[src/rtl/esteira_planta_if.sv]
// esteira_planta_if -- controller <-> bottling plant signal bundle.
// Ports (signals):
//   M   conveyor motor command  (controller -> plant)
//   EV  fill-valve command      (controller -> plant)
//   VE  seal/cork command       (controller -> plant)
//   PG  bottle-present sensor   (plant -> controller)
//   CH  bottle-full sensor      (plant -> controller)
//   RO  cork-inserted sensor    (plant -> controller)
// Modports: master = controller side, slave = plant model side.
interface esteira_planta_if;
    logic M;
    logic EV;
    logic VE;
    logic PG;
    logic CH;
    logic RO;

    modport master (output M, output EV, output VE, input PG, input CH, input RO);
    modport slave  (input M, input EV, input VE, output PG, output CH, output RO);
endinterface

[src/rtl/esteira_planta.sv]
// esteira_planta -- behavioural model of a bottling conveyor (transport,
// fill, cork, exit) answering a controller with sensor feedback, counting
// finished bottles and flagging protocol violations.
// Ports:
//   clk            system clock, rising edge
//   reset          asynchronous active-high reset
//   bus            esteira_planta_if.slave: M/EV/VE in, PG/CH/RO out
//   cont_garrafas  completed bottles, 0..99 wrapping
//   duzia          one-cycle pulse each 12 completed bottles
//   erro           sticky protocol-violation flag
//   estado         current FSM state code (debug)
module esteira_planta #(
    parameter int T_TRANSP = 8,
    parameter int T_ENCHE  = 6,
    parameter int T_VEDA   = 3,
    parameter int T_SAIDA  = 4
) (
    input  logic                  clk,
    input  logic                  reset,
    esteira_planta_if.slave       bus,
    output logic [6:0]            cont_garrafas,
    output logic                  duzia,
    output logic                  erro,
    output logic [2:0]            estado
);

    localparam int TMAX_A = (T_TRANSP > T_ENCHE) ? T_TRANSP : T_ENCHE;
    localparam int TMAX_B = (T_VEDA > T_SAIDA) ? T_VEDA : T_SAIDA;
    localparam int TMAX   = (TMAX_A > TMAX_B) ? TMAX_A : TMAX_B;
    localparam int TW     = $clog2(TMAX + 1);

    localparam logic [TW-1:0] LIM_TRANSP = TW'(T_TRANSP - 1);
    localparam logic [TW-1:0] LIM_ENCHE  = TW'(T_ENCHE - 1);
    localparam logic [TW-1:0] LIM_VEDA   = TW'(T_VEDA - 1);
    localparam logic [TW-1:0] LIM_SAIDA  = TW'(T_SAIDA - 1);
    localparam logic [TW-1:0] ONE        = TW'(1);

    typedef enum logic [2:0] {
        ESTEIRA  = 3'd0,
        POSIC    = 3'd1,
        ENCHENDO = 3'd2,
        CHEIA    = 3'd3,
        VEDANDO  = 3'd4,
        VEDADA   = 3'd5,
        SAINDO   = 3'd6,
        ILEGAL   = 3'd7
    } state_t;

    state_t          state;
    state_t          next_state;
    logic [TW-1:0]   timer;
    logic [TW-1:0]   next_timer;
    logic [3:0]      dozen;
    logic            viol;
    logic            done;
    logic            next_pg;
    logic            next_ch;
    logic            next_ro;

    // Next-state, timer and violation decode. The timer only advances on the
    // phase's driving input; entering a timed phase from a waiting state
    // loads 1 because the entry edge itself already counts as a cycle.
    always_comb begin
        next_state = state;
        next_timer = timer;
        viol       = 1'b0;
        done       = 1'b0;
        case (state)
            ESTEIRA: begin
                viol = bus.EV | bus.VE;
                if (bus.M) begin
                    if (timer == LIM_TRANSP) begin
                        next_state = POSIC;
                        next_timer = '0;
                    end else begin
                        next_timer = timer + ONE;
                    end
                end else begin
                    next_timer = timer;
                end
            end
            POSIC: begin
                // M together with EV here is legal: the bottle just starts filling
                viol = bus.VE;
                if (bus.EV) begin
                    next_state = ENCHENDO;
                    next_timer = ONE;
                end else begin
                    next_timer = timer;
                end
            end
            ENCHENDO: begin
                // M here is flagged but does not disturb the fill progress
                viol = bus.VE | bus.M;
                if (bus.EV) begin
                    if (timer == LIM_ENCHE) begin
                        next_state = CHEIA;
                        next_timer = '0;
                    end else begin
                        next_timer = timer + ONE;
                    end
                end else begin
                    next_timer = timer;
                end
            end
            CHEIA: begin
                viol = bus.EV;
                if (bus.VE) begin
                    next_state = VEDANDO;
                    next_timer = ONE;
                end else begin
                    next_timer = timer;
                end
            end
            VEDANDO: begin
                viol = bus.EV | bus.M;
                if (bus.VE) begin
                    if (timer == LIM_VEDA) begin
                        next_state = VEDADA;
                        next_timer = '0;
                    end else begin
                        next_timer = timer + ONE;
                    end
                end else begin
                    next_timer = timer;
                end
            end
            VEDADA: begin
                viol = bus.EV | bus.VE;
                if (bus.M) begin
                    next_state = SAINDO;
                    next_timer = ONE;
                end else begin
                    next_timer = timer;
                end
            end
            SAINDO: begin
                viol = bus.EV | bus.VE;
                if (bus.M) begin
                    if (timer == LIM_SAIDA) begin
                        next_state = ESTEIRA;
                        next_timer = '0;
                        done       = 1'b1;
                    end else begin
                        next_timer = timer + ONE;
                    end
                end else begin
                    next_timer = timer;
                end
            end
            default: begin
                // unused code 7: recover to the idle conveyor state
                next_state = ESTEIRA;
                next_timer = '0;
            end
        endcase
    end

    // Sensor values for the state being entered, so the registered outputs
    // line up with the new state in the cycle after the edge.
    always_comb begin
        next_pg = 1'b0;
        next_ch = 1'b0;
        next_ro = 1'b0;
        case (next_state)
            POSIC, ENCHENDO: begin
                next_pg = 1'b1;
            end
            CHEIA, VEDANDO: begin
                next_pg = 1'b1;
                next_ch = 1'b1;
            end
            VEDADA, SAINDO: begin
                next_pg = 1'b1;
                next_ch = 1'b1;
                next_ro = 1'b1;
            end
            default: begin
                next_pg = 1'b0;
            end
        endcase
    end

    // State, timer, counters and all registered outputs.
    always_ff @(posedge clk or posedge reset) begin
        if (reset) begin
            state         <= ESTEIRA;
            timer         <= '0;
            dozen         <= 4'd0;
            cont_garrafas <= 7'd0;
            duzia         <= 1'b0;
            erro          <= 1'b0;
            estado        <= 3'd0;
            bus.PG        <= 1'b0;
            bus.CH        <= 1'b0;
            bus.RO        <= 1'b0;
        end else begin
            state  <= next_state;
            timer  <= next_timer;
            erro   <= erro | viol;
            estado <= next_state;
            bus.PG <= next_pg;
            bus.CH <= next_ch;
            bus.RO <= next_ro;
            if (done) begin
                cont_garrafas <= (cont_garrafas == 7'd99) ? 7'd0 : cont_garrafas + 7'd1;
                dozen         <= (dozen == 4'd11) ? 4'd0 : dozen + 4'd1;
                duzia         <= (dozen == 4'd11);
            end else begin
                duzia <= 1'b0;
            end
        end
    end

endmodule

[src/flat_wrapper.sv]
// flat-port wrapper written by rule: the top's interface ports become plain ports
module esteira_planta_flat 
#(
    parameter int T_TRANSP = 8,
    parameter int T_ENCHE  = 6,
    parameter int T_VEDA   = 3,
    parameter int T_SAIDA  = 4
)
  (clk, reset, cont_garrafas, duzia, erro, estado, bus_M, bus_EV, bus_VE, bus_PG, bus_CH, bus_RO);
  esteira_planta_if bus_i ();
  input  logic clk;
  input  logic reset;
  output logic [6:0] cont_garrafas;
  output logic duzia;
  output logic erro;
  output logic [2:0] estado;
  input wire logic [$bits(bus_i.M)-1:0] bus_M;
  input wire logic [$bits(bus_i.EV)-1:0] bus_EV;
  input wire logic [$bits(bus_i.VE)-1:0] bus_VE;
  output wire logic [$bits(bus_i.PG)-1:0] bus_PG;
  output wire logic [$bits(bus_i.CH)-1:0] bus_CH;
  output wire logic [$bits(bus_i.RO)-1:0] bus_RO;
  assign bus_i.M = bus_M;
  assign bus_i.EV = bus_EV;
  assign bus_i.VE = bus_VE;
  assign bus_PG = bus_i.PG;
  assign bus_CH = bus_i.CH;
  assign bus_RO = bus_i.RO;
  esteira_planta #(.T_TRANSP(T_TRANSP), .T_ENCHE(T_ENCHE), .T_VEDA(T_VEDA), .T_SAIDA(T_SAIDA)) u_core (.clk(clk), .reset(reset), .bus(bus_i), .cont_garrafas(cont_garrafas), .duzia(duzia), .erro(erro), .estado(estado));
endmodule
[config.mk]
export PLATFORM = sky130hd
export DESIGN_NAME = esteira_planta_flat
export DESIGN_NICKNAME = d
export VERILOG_FILES = /design/src/rtl/esteira_planta_if.sv /design/src/rtl/esteira_planta.sv /design/src/flat_wrapper.sv
export SDC_FILE = /design/constraint.sdc
export NUM_CORES = 1
export LEC_CHECK = 0
export CAP_MARGIN = 20
export CORE_ASPECT_RATIO = 0.9
export CORE_MARGIN = 5
export CORE_UTILIZATION = 43
export DETAILED_ROUTE_END_ITERATION = 16
export GPL_ROUTABILITY_DRIVEN = 0
export PLACE_DENSITY = 0.65
export SLEW_MARGIN = 10
export SYNTH_ARGS = -nofsm -noshare
export SYNTH_HDL_FRONTEND = slang
export SYNTH_SLANG_ARGS = --single-unit
[constraint.sdc]
create_clock -name clk -period 2.04 [get_ports clk]
set_clock_uncertainty 0.1 [all_clocks]
set_input_delay 0.51 -clock clk [delete_from_list [all_inputs] [get_ports clk]]
set_output_delay 0.51 -clock clk [all_outputs]
set_load 0.01 [all_outputs]
==> qor.yml, run 1 <==
synth:
  netlist_area_mm2: 0.00146
  ys_types: 46
  synthTopCellsByArea: "dfrtp_1 (39%), nand2_1 (4.6%), ha_1 (4.3%)"
  yosys.area.top_type: "dfrtp_1"
  seq_area_frac_synth: 0.394
  synthMuxAreaShare: 0.0505
  synthesis.nets: 172
  synth_top_family_by_area: "simple AND/OR/NAND/NOR gates"
  yosys_most_used_dff: "dfrtp_1"
  synth-edff-count: 0
  synth_xor_xnor_area_share: 0.0180
  syn_area_per_cell_um2: 9.02
  synth_top_area_share: 0.394
  yosys_register_bits: 23
  syn-instance-count: 162
  yosysWarnings: 0
  synth_simple_gate_area_frac: 0.215
  synth_compound_area_frac: 0.211
  synthAdderAreaFrac: 0.0428
  synthArstFlopShare: 1.00
critical_path:
  cp_cell_sequence: "clkdlybuf4s50_1"
  crit_cells: 1
  crit_family: "buffers and inverters"
  worstSetupPathType: "reg -> out"
  cp-start-kind: "flip-flop"
  crit_buf_inv: 1
  r2r_cells: 5
  rrSetupSlack_ns: 0.11
  cp_slowest_cell: "clkdlybuf4s50_1"
  startpoint: "u_core.estado[2]"
  reg2reg_from: "u_core.timer[0]"
  cp.arrival_ns: 1.38
  cp_max_fo: 15
  slowest_delay_ns: 0.59
  end_kind: "output port"
  crit_path_end: "estado[2]"
  critPathRequiredTime_ns: 1.43
  rr_endpoint: "u_core.cont_garrafas[6]"
drt:
  met1_length_mm: 1.48
  viasPerCell: 5.45
  wl_met3_um: 115
  wl_met2_mm: 1.64
  antenna_left: 0
  routed_wl_mm: 3.24
  highest_layer: "met4"
  num_vias: 1313
  wl_per_cell_um: 13.4
  dr.pass1.iters: 4
  drc: 0
  drt-initial-drc-count: 37
cells_and_area:
  fin_nets: 208
  diodes: 0
  drive_above_1_share: 0.203
  stdcell_count: 241
  design_area_mm2: 0.00186
  multi_input_area_um2: 788
  seqCellArea_um2: 579
  fillers: 304
  syn_to_final_growth_pct: 27.2
run_status:
  outcome: "completed"
clock_tree:
  cts_hold_buf: 0
  cts_tree: "yes"
  cts_buffers: 3
  cts-root-buf: "clkbuf_8"
  cts.sinks: 23
  clk_path_buf_depth: 2
  path_clk_slew_ns: 0.08
  htree_levels: 1
  worst_skew_pair.late_latency_ns: 0.26
placement:
  post_dp_cell_area_mm2: 0.00181
  numPortBuffers: 19
  dpl.cell_count: 237
  dp_hpwl_mm: 2.47
die:
  core_area_mm2: 0.00333
  die_w_um: 71.5
  die_y_um: 65.3
  die-area_mm2: 0.00467
  num_io_pins: 20
  placementRows: 20
  start_util: 0.439
global_route:
  grt_antenna_before_repair: 0
  grt_pass1_vias: 1245
  grt_pass1_wl_mm: 5.50
  grt_max_degree: 24
  grt_usage: 0.147
  grt-ovfl-total: 0
pwr:
  leakage_nw: 0.828
  power_mw: 1.91
  ir_drop_uv: 526
  p_per_area_mw_per_mm2: 1030
run:
  maxCapViolCount: 0
sta:
  fin_crit_ns: 1.99
  clock.fmax_mhz: 502
  slew-limit-headroom: 0.715
  setup_viol: 0
  drv_slew: 0
  tightest_slew_ns: 0.417
  rsz0062_at_grt: "false"
  hold_violations: 0
  period_share: 0.976
  fin_tns_setup_ns: 0
min_path:
  hold_class: "reg -> reg"
==> flip-flops by register name, indices dropped and copies added, names as in the netlist <==
signal / cells
u_core.cont_garrafas: 7
u_core.dozen: 4
u_core.timer: 4
u_core.estado: 3
u_core.bus.CH: 1
u_core.bus.PG: 1
u_core.bus.RO: 1
u_core.duzia: 1
u_core.erro: 1
==> synth_stat cells, types with 2 or more instances <==
cell type  instances
dfrtp_1           23
nand2_1           18
inv_1             14
o21ai_0           12
a21oi_1            8
nand3_1            8
nor2_1             8
buf_2              6
ha_1               5
nor3_1             5
mux2i_1            4
nand3b_1           4
and3_1             3
mux2_2             3
a2111o_1           2
a211o_1            2
a211oi_1           2
a31oi_1            2
nand4_1            2
nor4b_1            2
o32ai_1            2
or3b_2             2
xnor2_1            2
==> cells in the final DEF, fill, tap and decap left out, drive strengths merged, types with 8 or more instances in the layout <==
master / count
a21oi: 9
o21ai: 12
buf: 20
inv: 14
nand3: 8
dfrtp: 23
nor2: 8
nand2: 18
clkdlybuf4s50: 18
==> stage by stage <==
stage	hold slack, ns	utilization	setup WS, ns
6_report	0.371	0.559	0.0487
4_1_cts	0.378	0.558	0.0474
3_5_place_dp	0.360	0.543	-0.276
2_1_floorplan	0.372	-	0.164
5_1_grt	0.388	0.559	0.0104
3_3_place_gp	0.351	0.543	-0.221
==> cell families (layout without fill, tap and decap cells) <==
group	after synthesis	in the layout
simple gates	59	59
compound gates	43	43
flops	23	23
buf+inv	22	57
mux	7	7
fa+ha+maj	5	5
xor+xnor	3	3
==> routing by layer <==
metal,global-route usage,vias to the layer above
li1,-,656
met2,0.265,13
met4,0.0211,0
met3,0.0367,2
met1,0.179,642
met5,0,-
==> what timing repair did <==
action                     CTS  global route
setup endpoints to repair    5             4
gates resized for setup      5             1
buffers inserted             0             0
==> worst min-delay path by stage <==
stage | end | start | slack [ns] | depth (start not counted)
2_1_floorplan | u_core.dozen[1] | u_core.dozen[1] | 0.37 | 2
3_3_place_gp | u_core.erro | u_core.erro | 0.35 | 1
3_5_place_dp | u_core.erro | u_core.erro | 0.36 | 1
4_1_cts | u_core.erro | u_core.erro | 0.38 | 1
5_1_grt | u_core.erro | u_core.erro | 0.39 | 1
6_report | u_core.erro | u_core.erro | 0.37 | 1
==> report_power, final <==
part / internal [mW] / total [mW] / switching [mW]
Sequential: 0.563 / 0.743 / 0.180
Combinational: 0.476 / 0.902 / 0.427
Clock: 0.139 / 0.269 / 0.130
==> area by class of cell <==
type,instances,share of cell area
Clock buffer,4,0.0242
Inverter,14,0.0283
Multi-Input combinational cell,117,0.424
Sequential cell,23,0.312
Tap cell,44,0.0296
Timing Repair Buffer,39,0.182
Note: power is estimated with default switching activity, not from simulation.
==> run 2: changes to the inputs <==
--- a/config.mk
+++ b/config.mk
@@ -5,13 +5,15 @@
 export SDC_FILE = /design/constraint.sdc
 export NUM_CORES = 1
 export LEC_CHECK = 0
-export CAP_MARGIN = 20
+export CAP_MARGIN = 0
 export CORE_ASPECT_RATIO = 0.9
 export CORE_MARGIN = 5
 export CORE_UTILIZATION = 43
 export DETAILED_ROUTE_END_ITERATION = 16
 export GPL_ROUTABILITY_DRIVEN = 0
+export HOLD_SLACK_MARGIN = 0.1
 export PLACE_DENSITY = 0.65
+export SETUP_SLACK_MARGIN = 0.5
 export SLEW_MARGIN = 10
 export SYNTH_ARGS = -nofsm -noshare
 export SYNTH_HDL_FRONTEND = slang
==> run 2 against run 1 <==
  * Count of clock-buffer cells in the layout down 1
  * Worst hold slack better by 0.026 ns
  * Utilization rose by 14 points
  * Largest cell class unchanged
==> qor.yml, run 2 (same netlist as run 1, synthesis figures left out) <==
cells_and_area:
  largest_reg_flops: 7  # unchanged
  stdcell_count: 267  # was 241
  multi_input_area_mm2: 0.00101  # was 788 µm²
  diodes: 0  # unchanged
  top_register: "u_core.cont_garrafas"  # unchanged
  syn_to_final_growth_pct: 59.0  # was 27.2%
  final_common_cell: "buf_4"
  fin_nets: 234  # was 208
  reg.largest.list: "u_core.cont_garrafas x7, u_core.dozen x4, u_core.timer x4"  # unchanged
  layout_common_cells: "buf_4 (33), dfrtp_1 (17), nand2_1 (13), inv_1 (12), buf_6 (12)"  # was buf_4 (20), dfrtp_1 (20), nand2_1 (18), clkdlybuf4s50_1 (18), inv_1 (14)
  final_core_util: 0.698  # was 0.559
  fillers: 239  # was 304
  seqCellArea_um2: 583  # was 579 µm²
  drive_above_1_share: 0.457  # was 0.203
global_route:
  grt-ovfl-total: 0  # unchanged
  grt_pass1_wl_mm: 6.96  # was 5.50 mm
  grt_antenna_before_repair: 0  # unchanged
  grt_pass1_vias: 1501  # was 1,245
  grt_usage: 0.188  # was 0.147
  grt_max_degree: 24  # unchanged
pwr:
  power_frac_clock: 0.113  # was 0.141
  intPower_mw: 1.52  # was 1.18 mW
  power_mw: 2.57  # was 1.91 mW
  ir_drop_uv: 808  # was 526 µV
  p_sw_mw: 1.05  # was 0.737 mW
  leakage_nw: 1.04  # was 0.828 nW
  p_per_area_mw_per_mm2: 1110  # was 1030 mW/mm²
  switching_share: 0.408  # was 0.385
  sequentialPowerShare: 0.286  # was 0.388
  p_comb_frac: 0.601  # was 0.471
placement:
  preCtsSetupSlack_ns: -0.223  # was -0.276 ns
  dpl.cell_count: 234  # was 237
  dp_hpwl_mm: 2.56  # was 2.47 mm
  numPortBuffers: 19  # unchanged
sta:
  fin_crit_ns: 1.89  # was 1.99 ns
  hold_violations: 0  # unchanged
  slew-limit-headroom: 0.711  # was 0.715
  fin_ws_ns: 0.149  # was 0.0487 ns
  drv_slew: 0  # unchanged
  fin_tns_setup_ns: 0  # unchanged
  rsz0062_at_grt: "true"  # was false
  period_share: 0.927  # was 0.976
  setup_viol: 0  # unchanged
  clock.fmax_mhz: 529  # was 502 MHz
  tightest_slew_ns: 0.433  # was 0.417 ns
clock_tree:
  cts.sinks: 23  # unchanged
  worst_skew_pair.late_latency_ns: 0.27  # was 0.26 ns
  cts_hold_buf: 0  # unchanged
  cts_tree: "yes"  # unchanged
  cts-root-buf: "clkbuf_8"  # unchanged
  clk_path_buf_depth: 2  # unchanged
  htree_levels: 1  # unchanged
  cts_buffers: 3  # unchanged
  path_clk_slew_ns: 0.09  # was 0.08 ns
critical_path:
  cp.arrival_ns: 1.93  # was 1.38 ns
  worstSetupPathType: "reg -> reg"  # was reg -> out
  startpoint: "u_core.estado[0]"  # was u_core.estado[2]
  cp-start-kind: "flip-flop"  # unchanged
  reg2reg_from: "u_core.estado[0]"  # was u_core.timer[0]
  critPathRequiredTime_ns: 2.08  # was 1.43 ns
  end_kind: "flip-flop"  # was output port
  cp_max_fo: 4  # was 15
drt:
  num_vias: 1534  # was 1,313
  drt-initial-drc-count: 97  # was 37
  dr.pass1.iters: 4  # unchanged
  antenna_left: 0  # unchanged
  viasPerCell: 5.75  # was 5.45
  drc: 0  # unchanged
  wl_per_cell_um: 16.7  # was 13.4 µm
  routed_wl_mm: 4.46  # was 3.24 mm
die:
  die_w_um: 71.5  # unchanged
  start_util: 0.439  # unchanged
  die-area_mm2: 0.00467  # unchanged
  placementRows: 20  # unchanged
  die_y_um: 65.3  # unchanged
  core_area_mm2: 0.00333  # unchanged
  num_io_pins: 20  # unchanged
min_path:
  holdCritStartpoint: "u_core.erro"  # unchanged
  hold_class: "reg -> reg"  # unchanged
run:
  maxCapViolCount: 0  # unchanged
run_status:
  outcome: "completed"  # unchanged
==> run 2: changes by cell type in the layout (fill, tap and decap cells not counted), moves of 4 or more <==
cell and change:
clkdlybuf4s50_1 -17, nand2_1 -5, buf_6 +12, buf_4 +13
nand2_2 +4, o21ai_1 +8, o21ai_0 -8, a21oi_1 -4
clkdlybuf4s15_1 +10
==> run 2: final cells by class <==
type	count	area share
repair buffers	65	0.246
well taps	44	0.0237
clock buffers	3	0.0178
flip-flops and latches	23	0.251
clock inverters	1	0.00215
multi-input cells	117	0.437
inverters	14	0.0226
==> run 2: final timing paths <==
kind | cells past startpoint | slack, ns | end
max in group asynchronous | 3 | 1.09 | u_core.estado[2]
min reg2reg | 1 | 0.40 | u_core.erro
max | 7 | 0.15 | u_core.timer[0]
min | 1 | 0.40 | u_core.erro
min in group asynchronous | 3 | 0.49 | u_core.cont_garrafas[5]
max reg2reg | 7 | 0.15 | u_core.timer[0]
==> run 2: through the flow <==
step / hold WS [ns] / instance area (µm²)
2_1_floorplan: 0.372 / 1520
3_3_place_gp: 0.366 / 1830
3_5_place_dp: 0.363 / 1830
4_1_cts: 0.380 / 2150
5_1_grt: 0.429 / 2320
6_report: 0.397 / 2320
==> run 2: worst max-delay path, stage by stage (launching register included) <==
cell and delay (ns):
dfrtp_2 0.44, buf_6 0.14, xor2_1 0.13, a32o_2 0.26, buf_6 0.12, buf_6 0.11, o21ai_0 0.29, o211ai_2 0.15
==> run 2: repair_timing <==
item / in CTS / in global routing
pin swaps: 19 / 23
buffers inserted: 24 / 5
resized for setup: 57 / 43
setup endpoints to repair: 38 / 35
endpoints found under the hold margin: 0 / 0
==> run 2: metal layers <==
metal,GRT usage,share of wire
met5,0,0
met4,0.0634,0.029
met3,0.0260,0.041
met2,0.338,0.52
met1,0.231,0.41
==> run 2: power by group through the flow <==
stage | logic [mW] | clock network, mW | registers [mW]
floorplan | 0.662 | 0 | 0.685
global placement | 0.868 | 0 | 0.741
detailed placement | 0.896 | 0 | 0.751
CTS | 1.21 | 0.294 | 0.696
global route | 1.65 | 0.313 | 0.748
finish | 1.55 | 0.292 | 0.736
